**config.mk**
```make
export PLATFORM = sky130hd
export DESIGN_NAME = tt_um_hoene_led_pwm_multi
export DESIGN_NICKNAME = d
export VERILOG_FILES = /design/src/rtl/tt_um_hoene_pwm_pkg.sv /design/src/rtl/tt_um_hoene_pwm_channel.sv /design/src/rtl/tt_um_hoene_led_pwm_multi.sv
export SDC_FILE = /design/constraint.sdc
export NUM_CORES = 1
export LEC_CHECK = 0
export ABC_AREA = 0
export CAP_MARGIN = 20
export CORE_MARGIN = 1.5
export CORE_UTILIZATION = 29
export DETAILED_ROUTE_END_ITERATION = 8
export SYNTH_ARGS = -nofsm -noshare
export SYNTH_HDL_FRONTEND = slang
export SYNTH_HIERARCHICAL = 1
export SYNTH_SLANG_ARGS = --single-unit
```
**constraint.sdc**
```tcl
create_clock -name clk -period 2.8 [get_ports clk]
set_input_delay 0.84 -clock clk [delete_from_list [all_inputs] [get_ports clk]]
set_output_delay 0.84 -clock clk [all_outputs]
set_load 0.1 [all_outputs]
```
**src/rtl/tt_um_hoene_pwm_pkg.sv**
```systemverilog
// Shared defaults and the phase-offset helper for the multi-channel LED PWM.
package tt_um_hoene_pwm_pkg;

  localparam int DEF_CHANNELS = 3;
  localparam int DEF_WIDTH    = 10;
  localparam int DEF_STAGGER  = 1;

  // Evenly spreads channel phases across one counter period.
  function automatic int off(input int i, input int channels, input int width);
    return (i * (1 << width)) / channels;
  endfunction

endpackage

```
**src/rtl/tt_um_hoene_pwm_channel.sv**
```systemverilog
// One PWM channel: shadow/active duty pair and the phase comparator.
module tt_um_hoene_pwm_channel #(
  parameter int WIDTH  = 10,
  parameter int OFFSET = 0
) (
  input  logic             clk,
  input  logic             rst,
  input  logic [WIDTH-1:0] cnt_i,
  input  logic [WIDTH-1:0] duty_i,
  input  logic             capture_i,
  input  logic             apply_i,
  output logic             out_o
);

  localparam logic [WIDTH-1:0] OFF = WIDTH'(OFFSET);

  logic [WIDTH-1:0] shadow_q, shadow_d;
  logic [WIDTH-1:0] active_q, active_d;
  logic             out_q, out_d;
  logic [WIDTH-1:0] phase;

  // Offset addition wraps naturally in WIDTH bits.
  assign phase = cnt_i + OFF;

  // Next-state: capture into shadow, promote to active only at the wrap.
  always_comb begin
    shadow_d = shadow_q;
    active_d = active_q;
    if (capture_i) shadow_d = duty_i;
    if (apply_i)   active_d = shadow_q;
    out_d = (phase < active_q);
  end

  // Duty registers and the registered PWM output.
  always_ff @(posedge clk or posedge rst) begin
    if (rst) begin
      shadow_q <= '0;
      active_q <= '0;
      out_q    <= 1'b0;
    end else begin
      shadow_q <= shadow_d;
      active_q <= active_d;
      out_q    <= out_d;
    end
  end

  assign out_o = out_q;

endmodule

```
**src/rtl/tt_um_hoene_led_pwm_multi.sv**
```systemverilog
// Multi-channel LED PWM: shared counter, double-buffered duty load handshake.
module tt_um_hoene_led_pwm_multi
  import tt_um_hoene_pwm_pkg::*;
#(
  parameter int CHANNELS = DEF_CHANNELS,
  parameter int WIDTH    = DEF_WIDTH,
  parameter int STAGGER  = DEF_STAGGER
) (
  input  logic                      clk,
  input  logic                      rst,
  input  logic [CHANNELS*WIDTH-1:0] duty_in,
  input  logic                      load_valid,
  output logic                      load_ready,
  output logic [CHANNELS-1:0]       out,
  output logic                      period_start
);

  logic [WIDTH-1:0] cnt_q, cnt_d;
  logic             pending_q, pending_d;
  logic             period_start_q, period_start_d;
  logic             wrap;
  logic             accept;
  logic             apply;

  assign wrap       = &cnt_q;
  assign load_ready = ~pending_q;
  assign accept     = load_valid & ~pending_q;
  // accept and apply are mutually exclusive since they need opposite pending.
  assign apply      = wrap & pending_q;

  // Next-state for counter, pending flag and period marker.
  always_comb begin
    cnt_d          = cnt_q + WIDTH'(1);
    pending_d      = pending_q;
    if (accept)     pending_d = 1'b1;
    else if (apply) pending_d = 1'b0;
    period_start_d = (cnt_q == '0);
  end

  // Control state registers.
  always_ff @(posedge clk or posedge rst) begin
    if (rst) begin
      cnt_q          <= '0;
      pending_q      <= 1'b0;
      period_start_q <= 1'b0;
    end else begin
      cnt_q          <= cnt_d;
      pending_q      <= pending_d;
      period_start_q <= period_start_d;
    end
  end

  assign period_start = period_start_q;

  for (genvar i = 0; i < CHANNELS; i++) begin : g_ch
    localparam int OFFS = (STAGGER != 0) ? off(i, CHANNELS, WIDTH) : 0;
    tt_um_hoene_pwm_channel #(
      .WIDTH  (WIDTH),
      .OFFSET (OFFS)
    ) u_ch (
      .clk       (clk),
      .rst       (rst),
      .cnt_i     (cnt_q),
      .duty_i    (duty_in[i*WIDTH +: WIDTH]),
      .capture_i (accept),
      .apply_i   (apply),
      .out_o     (out[i])
    );
  end

endmodule

```
==> metrics.cfg, run 1 <==
[placed_design]
gp_congestion = 0.748
dp_hpwl_um = 5330
io_buffers = 37

[clocking]
postCtsSetupBuffers = 0
cts_made_buffers = 9
cts_resized = 0
root_buffer = clkbuf_16
cts.hold.buffers_added = 0
path_clk_slew_ns = 0.06
cts_sinks = 75
clock_path_buffers = 2
htreeDepth = 3
cts_tree = done
worstSkewPairLatency_ns = 0.33

[sta]
setup_viol = 0
rsz0062_at_grt = no
finalCriticalPeriod_ns = 2.26
fin_setup_tns_ns = 0
worst_slew_pin_slew_ns = 0.578
drv_slew = 0
hold_viol = 0
holdWs_ns = 0.484
maxSlewHeadroom = 0.615
max_freq_ghz = 0.442
period_share = 0.808
clock_skew_ns = 0.00837

[grt]
first_global_vias = 2644
grt_max_degree = 22
grt_first_pass_wirelength_um = 12400
antenna_found_initial = 0
grt_remaining_overflow = 0
grt.total_usage = 0.119

[cells_and_area]
syn_to_final_growth_pct = 24.4
drive_gt1_frac = 0.185
ff_latch_area_um2 = 1880
multiInputGateArea_um2 = 1700
fill_cells = 1265
diodes = 0
postLayoutCoreUtil = 0.371
final_nets = 458

[synth]
netlist_instances = 344
synth.avg_cell_area_um2 = 10.9
synth_cell_type_count = 36
syn_nets = 408
synth_area_um2 = 3760
yosys_warnings = 6
ys_ff_latch = 75
ys_seq_area_frac = 0.499

[setup_path]
required_ns = 3.01
worstRegToRegCells = 9
arrival_ns = 2.47
end_kind = flip-flop
worstReg2RegStart = cnt_q[1]$_DFF_PP0_
crit_path_start = cnt_q[1]$_DFF_PP0_
critPathKind = flip-flop to flip-flop
worstSetupEndpoint = g_ch[2].u_ch/out_o$_DFF_PP0_
ff2ff_setup_slack_ns = 0.54
path_max_fanout = 10
critPathLaunchType = flip-flop
r2r-end = g_ch[2].u_ch/out_o$_DFF_PP0_

[hold_path]
holdPathStages = 2
min_path_type = flip-flop to flip-flop

[floorplanning]
rows = 41
die_h_um = 117
ios = 38
core_um2 = 12600
dieArea_um2 = 13700
die_w_um = 117
start_util = 0.298

[power]
vdd_drop_max_v = 0.000288
leakagePower_nw = 2.03
p_per_area_nw_per_um2 = 522

[route]
wire_per_inst_um = 12.7
routed_wl_um = 7270
ant_nets = 0
drc = 0
num_vias = 2507
dr.pass1.iters = 4
first_iter_violations = 145
via_per_inst = 4.39

[run_status]
status = finished clean

[job]
max_cap_viol_count = 0

[where the power goes]
part	internal, mW	switching, mW	leakage, nW
registers	1.13	0.0259	0.981
clock network	0.701	0.463	0.141
logic	0.0780	0.0388	0.911
[final cells by class]
type                       instances  area share
clock buffer                      10      0.0490
inverter                          39      0.0313
sequential                        75       0.401
tap                              172      0.0460
multi-input combinational        221       0.362
clock inverter                     6      0.0158
timing repair buffer              48      0.0942
[placed cells by master (no fill, tap or decap), drive strengths merged]
master / n
dfrtp: 75
inv: 41
nand2: 37
mux2: 33
clkdlybuf4s50: 32
o21ai: 32
ha: 31
xnor2: 18
a21oi: 17
buf: 16
nand3: 11
clkbuf: 10
nor2: 7
xor2: 5
nand4: 5
nor3: 3
o21a: 3
a211oi: 3
and4: 2
clkinvlp: 2
nand2b: 2
and3: 2
nor2b: 2
nor4: 2
bufinv: 1
clkinv: 1
a41oi: 1
o2bb2ai: 1
o21bai: 1
a2111oi: 1
o211ai: 1
a21boi: 1
[through the flow]
| step | total power [mW] | area, um^2 | instances | worst slack (ns) |
|---|---|---|---|---|
| after floorplan | 1.23 | 3760 | 344 | 0.721 |
| after global placement | 1.30 | 4370 | 555 | 0.538 |
| after detailed placement | 1.30 | 4370 | 555 | 0.516 |
| after CTS | 2.47 | 4680 | 571 | 0.546 |
| after global routing | 2.54 | 4680 | 571 | 0.347 |
| final | 2.44 | 4680 | 571 | 0.537 |
[cell families (layout without fill, tap and decap cells)]
family / count (synthesis) / in the layout / synth area share
fa+ha+maj: 31 / 31 / 0.103
buf+inv: 48 / 103 / 0.0503
simple gates: 73 / 73 / 0.0965
compound gates: 61 / 61 / 0.0982
xor+xnor: 23 / 23 / 0.0536
mux: 33 / 33 / 0.0989
flops: 75 / 75 / 0.499
[cells in the mapped netlist (all sizes together)]
cell,instances,area [um^2]
xnor2,18,158
nor2b,2,12.5
o21a,3,22.5
a21boi,1,11.3
o211ai,1,7.51
nor3,3,15.0
dfrtp,75,1880
buf,7,35.0
nand2,37,139
o21bai,1,7.51
and4,2,17.5
a2111oi,1,15.0
nand2b,2,12.5
and3,2,17.5
a41oi,1,8.76
o2bb2ai,1,8.76
a21oi,17,96.4
nor4,2,27.5
clkbuf,2,7.51
ha,31,388
a211oi,3,27.5
nand3,11,55.1
xor2,5,43.8
nor2,7,28.8
o21ai,32,164
nand4,5,37.5
mux2,33,372
inv,39,146
[sequential cells by signal, indices dropped and copies added, names as in the netlist]
name,count
g_ch.u_ch/active_q,30
g_ch.u_ch/shadow_q,30
cnt_q,10
g_ch.u_ch/out_o,3
pending_q,1
period_start,1
[critical path: stages (launching register included)]
cell,delay [ns]
dfrtp_1,0.52
ha_1,0.30
o21a_1,0.21
o21ai_2,0.17
a21boi_2,0.08
xnor2_1,0.12
ha_1,0.32
nand4_1,0.13
a211oi_1,0.22
nor3_1,0.08
[routing by layer]
| metal | GRT usage | vias to the layer above | wire length, um |
|---|---|---|---|
| met2 | 0.196 | 47 | 3490 |
| met4 | 0.0530 | 0 | 183 |
| li1 | - | 1267 | - |
| met5 | 0 | - | 0 |
| met3 | 0.0345 | 12 | 240 |
| met1 | 0.146 | 1181 | 3360 |
[worst min-delay path by stage]
stage	start	end	slack, ns
after CTS	g_ch[1].u_ch/shadow_q[8]$_DFFE_PP0P_	g_ch[1].u_ch/active_q[8]$_DFFE_PP0P_	0.48
after global placement	g_ch[1].u_ch/shadow_q[5]$_DFFE_PP0P_	g_ch[1].u_ch/active_q[5]$_DFFE_PP0P_	0.46
after detailed placement	g_ch[1].u_ch/shadow_q[8]$_DFFE_PP0P_	g_ch[1].u_ch/active_q[8]$_DFFE_PP0P_	0.47
after global routing	g_ch[1].u_ch/shadow_q[8]$_DFFE_PP0P_	g_ch[1].u_ch/active_q[8]$_DFFE_PP0P_	0.51
final	g_ch[1].u_ch/shadow_q[8]$_DFFE_PP0P_	g_ch[1].u_ch/active_q[8]$_DFFE_PP0P_	0.48
after floorplan	g_ch[0].u_ch/shadow_q[8]$_DFFE_PP0P_	g_ch[0].u_ch/active_q[8]$_DFFE_PP0P_	0.45
No activity file was read; power rests on OpenSTA's default activity.
==> run 2: changes to the inputs <==
clock period = 2.25 ns   (was 2.8 ns; I/O delays follow)
==> run 2 against run 1 <==
Compared with the run above: critical path depth unchanged; clock skew grew 0.00074 ns; routed wire length grew 3.1%; final cell count rose by 1.6%; worst setup slack worse by 0.44 ns; total power up 33%; non-clock buffer count is 10 higher; core utilization is 1.3 points higher; sequential share of layout area fell by 1.3 points; combinational power up 23%; first-iteration DRC count decreased by 26%; critical path type unchanged; largest power group is now clock; highest routed layer unchanged.
==> metrics.cfg, run 2 (synthesis gave the netlist of run 1 again) <==
[setup_path]
critPathKind = flip-flop to flip-flop
max_stage_delay_ns = 0.48  ; -0.04 ns
end_kind = flip-flop
cp_cell_sequence = ha_4 > o21a_1 > o21ai_2 > a21boi_2 > xnor2_1 > ha_1 > nand4_1 > a211oi_2 > nor3_1
cp_num_buf_inv = 0  ; unchanged
critPathLaunchType = flip-flop
path_max_fanout = 7  ; -3
path_delay_family = compound AO/OA/AOI/OAI gates
crit_slowest_cell = dfrtp_2
required_ns = 2.47  ; -0.54 ns
arrival_ns = 2.38  ; -0.09 ns

[power]
clkPwrFrac = 0.510  ; +0.033
swShare = 0.192  ; -0.0241
p_per_area_nw_per_um2 = 669  ; +28%
p_seq_frac = 0.446  ; -0.029
combinationalPowerShare = 0.045  ; -0.003
leakagePower_nw = 2.11  ; +3.7%
internal_power_mw = 2.62  ; +37%
p_switching_uw = 623  ; +18%
vdd_drop_max_v = 0.000284  ; -1.4%

[floorplanning]
ios = 38  ; unchanged
rows = 41  ; unchanged
die_h_um = 117  ; unchanged
core_um2 = 12600  ; unchanged
start_util = 0.298  ; unchanged
die_w_um = 117  ; unchanged
dieArea_um2 = 13700  ; unchanged

[placed_design]
io_buffers = 37  ; unchanged
dp_hpwl_um = 5480  ; +2.8%
placed_area_um2 = 4450  ; +1.8%
gp_congestion = 0.806  ; +7.9%
placedCellCount = 562  ; +1.3%

[sta]
hold_viol = 0  ; unchanged
max_freq_ghz = 0.463  ; +4.9%
drv_slew = 0  ; unchanged
rsz0062_at_grt = yes
maxSlewHeadroom = 0.676  ; +0.0611
period_share = 0.959  ; +0.151
finalCriticalPeriod_ns = 2.16  ; -0.105 ns
clock_skew_ns = 0.00911  ; +0.000744 ns
setup_viol = 0  ; unchanged
worst_slew_pin_slew_ns = 0.486  ; -0.0922 ns
holdWs_ns = 0.482  ; -0.00204 ns

[route]
num_vias = 2591  ; +3.4%
ant_nets = 0  ; unchanged
dr.pass1.iters = 4  ; unchanged
routed_wl_um = 7500  ; +3.1%
wire_per_inst_um = 12.9  ; +1.5%
via_per_inst = 4.47  ; +1.7%
first_iter_violations = 107  ; -26%
drc = 0  ; unchanged

[grt]
grt_first_pass_wirelength_um = 12800  ; +3.2%
grt.total_usage = 0.124  ; +0.00458
first_global_vias = 2735  ; +3.4%
grt_remaining_overflow = 0  ; unchanged
grt_max_degree = 23  ; +4.5%
antenna_found_initial = 0  ; unchanged

[cells_and_area]
fin_cells = 580  ; +1.6%
top_regs = g_ch.u_ch/active_q (30), g_ch.u_ch/shadow_q (30), cnt_q (10)
syn_to_final_growth_pct = 28.8
final_area_um2 = 4840  ; +3.5%
drive_gt1_frac = 0.218  ; +0.0327
final_nets = 468  ; +2.2%
fill_cells = 1276  ; +0.87%
postLayoutCoreUtil = 0.384  ; +0.0131
mostFrequentLayoutCell = dfrtp_1
diodes = 0  ; unchanged
final_cell_mix = dfrtp_1 (72), inv_1 (39), nand2_1 (37), mux2_2 (33), clkdlybuf4s50_1 (32)

[hold_path]
min_path_type = flip-flop to flip-flop

[clocking]
cts_made_buffers = 9  ; unchanged
root_buffer = clkbuf_16
path_clk_slew_ns = 0.06  ; about the same
worstSkewPairLatency_ns = 0.34  ; about the same
cts_sinks = 75  ; unchanged
clock_path_buffers = 2  ; unchanged
htreeDepth = 3  ; unchanged
cts_tree = done

[run_status]
status = finished clean

[job]
max_cap_viol_count = 0  ; unchanged

==> run 2: changes by cell type in the layout (fill, tap and decap cells not counted), moves of 2 or more <==
cell,change
buf_12,+2
a211oi_1,-2
dfrtp_2,+3
dfrtp_1,-3
buf_4,+8
bufinv_16,+2
a211oi_2,+2
clkinvlp_4,-2
==> run 2: final timing paths <==
path | from | to | slack [ns] | depth (start not counted)
worst max-delay path | cnt_q[2]$_DFF_PP0_ | g_ch[2].u_ch/out_o$_DFF_PP0_ | 0.09 | 9
max in group asynchronous | rst | cnt_q[1]$_DFF_PP0_ | 1.07 | 2
worst min-delay path | g_ch[2].u_ch/shadow_q[3]$_DFFE_PP0P_ | g_ch[2].u_ch/active_q[3]$_DFFE_PP0P_ | 0.48 | 2
worst min register to register | g_ch[2].u_ch/shadow_q[3]$_DFFE_PP0P_ | g_ch[2].u_ch/active_q[3]$_DFFE_PP0P_ | 0.48 | 2
min in group asynchronous | rst | cnt_q[3]$_DFF_PP0_ | 0.82 | 2
worst max register to register | cnt_q[2]$_DFF_PP0_ | g_ch[2].u_ch/out_o$_DFF_PP0_ | 0.09 | 9
==> run 2: per-stage QoR <==
step	power [mW]	TNS, ns	setup WS, ns
6_report	3.24	0	0.0923
5_1_grt	3.38	-0.0357	-0.0276
4_1_cts	3.29	0	0.0471
3_5_place_dp	1.62	0	0.0561
3_3_place_gp	1.61	0	0.127
2_1_floorplan	1.53	0	0.171
==> run 2: final cells by class <==
cell class	instances	area, um^2	area share
sequential	75	1880	0.388
tap	172	215	0.0444
inverter	39	146	0.0302
multi-input combinational	221	1720	0.355
clock inverter	4	98.8	0.0204
clock buffer	11	243	0.0501
timing repair buffer	58	541	0.112
==> run 2: layer usage <==
layer | global-route usage | share of wire | vias up
li1 | - | - | 1286
met1 | 0.150 | 0.46 | 1255
met2 | 0.206 | 0.49 | 39
met3 | 0.0376 | 0.036 | 11
met4 | 0.0506 | 0.022 | 0
met5 | 0 | 0 | -
==> run 2: worst reg2reg max path, stage by stage, from the launching register on <==
cell and delay [ns]:
dfrtp_2 0.48, ha_4 0.19, o21a_1 0.20, o21ai_2 0.19
a21boi_2 0.08, xnor2_1 0.14, ha_1 0.33, nand4_1 0.13
a211oi_2 0.23, nor3_1 0.07
==> run 2: repair_timing <==
item | CTS | global route
gates resized for setup | 0 | 7
endpoints found under the hold margin | 0 | 0
endpoints found under the setup margin | 0 | 2
setup buffers | 0 | 3
hold buffers | 0 | 0
==> run 2: power groups by stage <==
stage / Clock, mW / Combinational, mW / Sequential (mW)
2_1_floorplan: 0 / 0.0751 / 1.46
3_3_place_gp: 0 / 0.145 / 1.47
3_5_place_dp: 0 / 0.149 / 1.47
4_1_cts: 1.69 / 0.149 / 1.45
5_1_grt: 1.77 / 0.162 / 1.45
6_report: 1.65 / 0.144 / 1.44
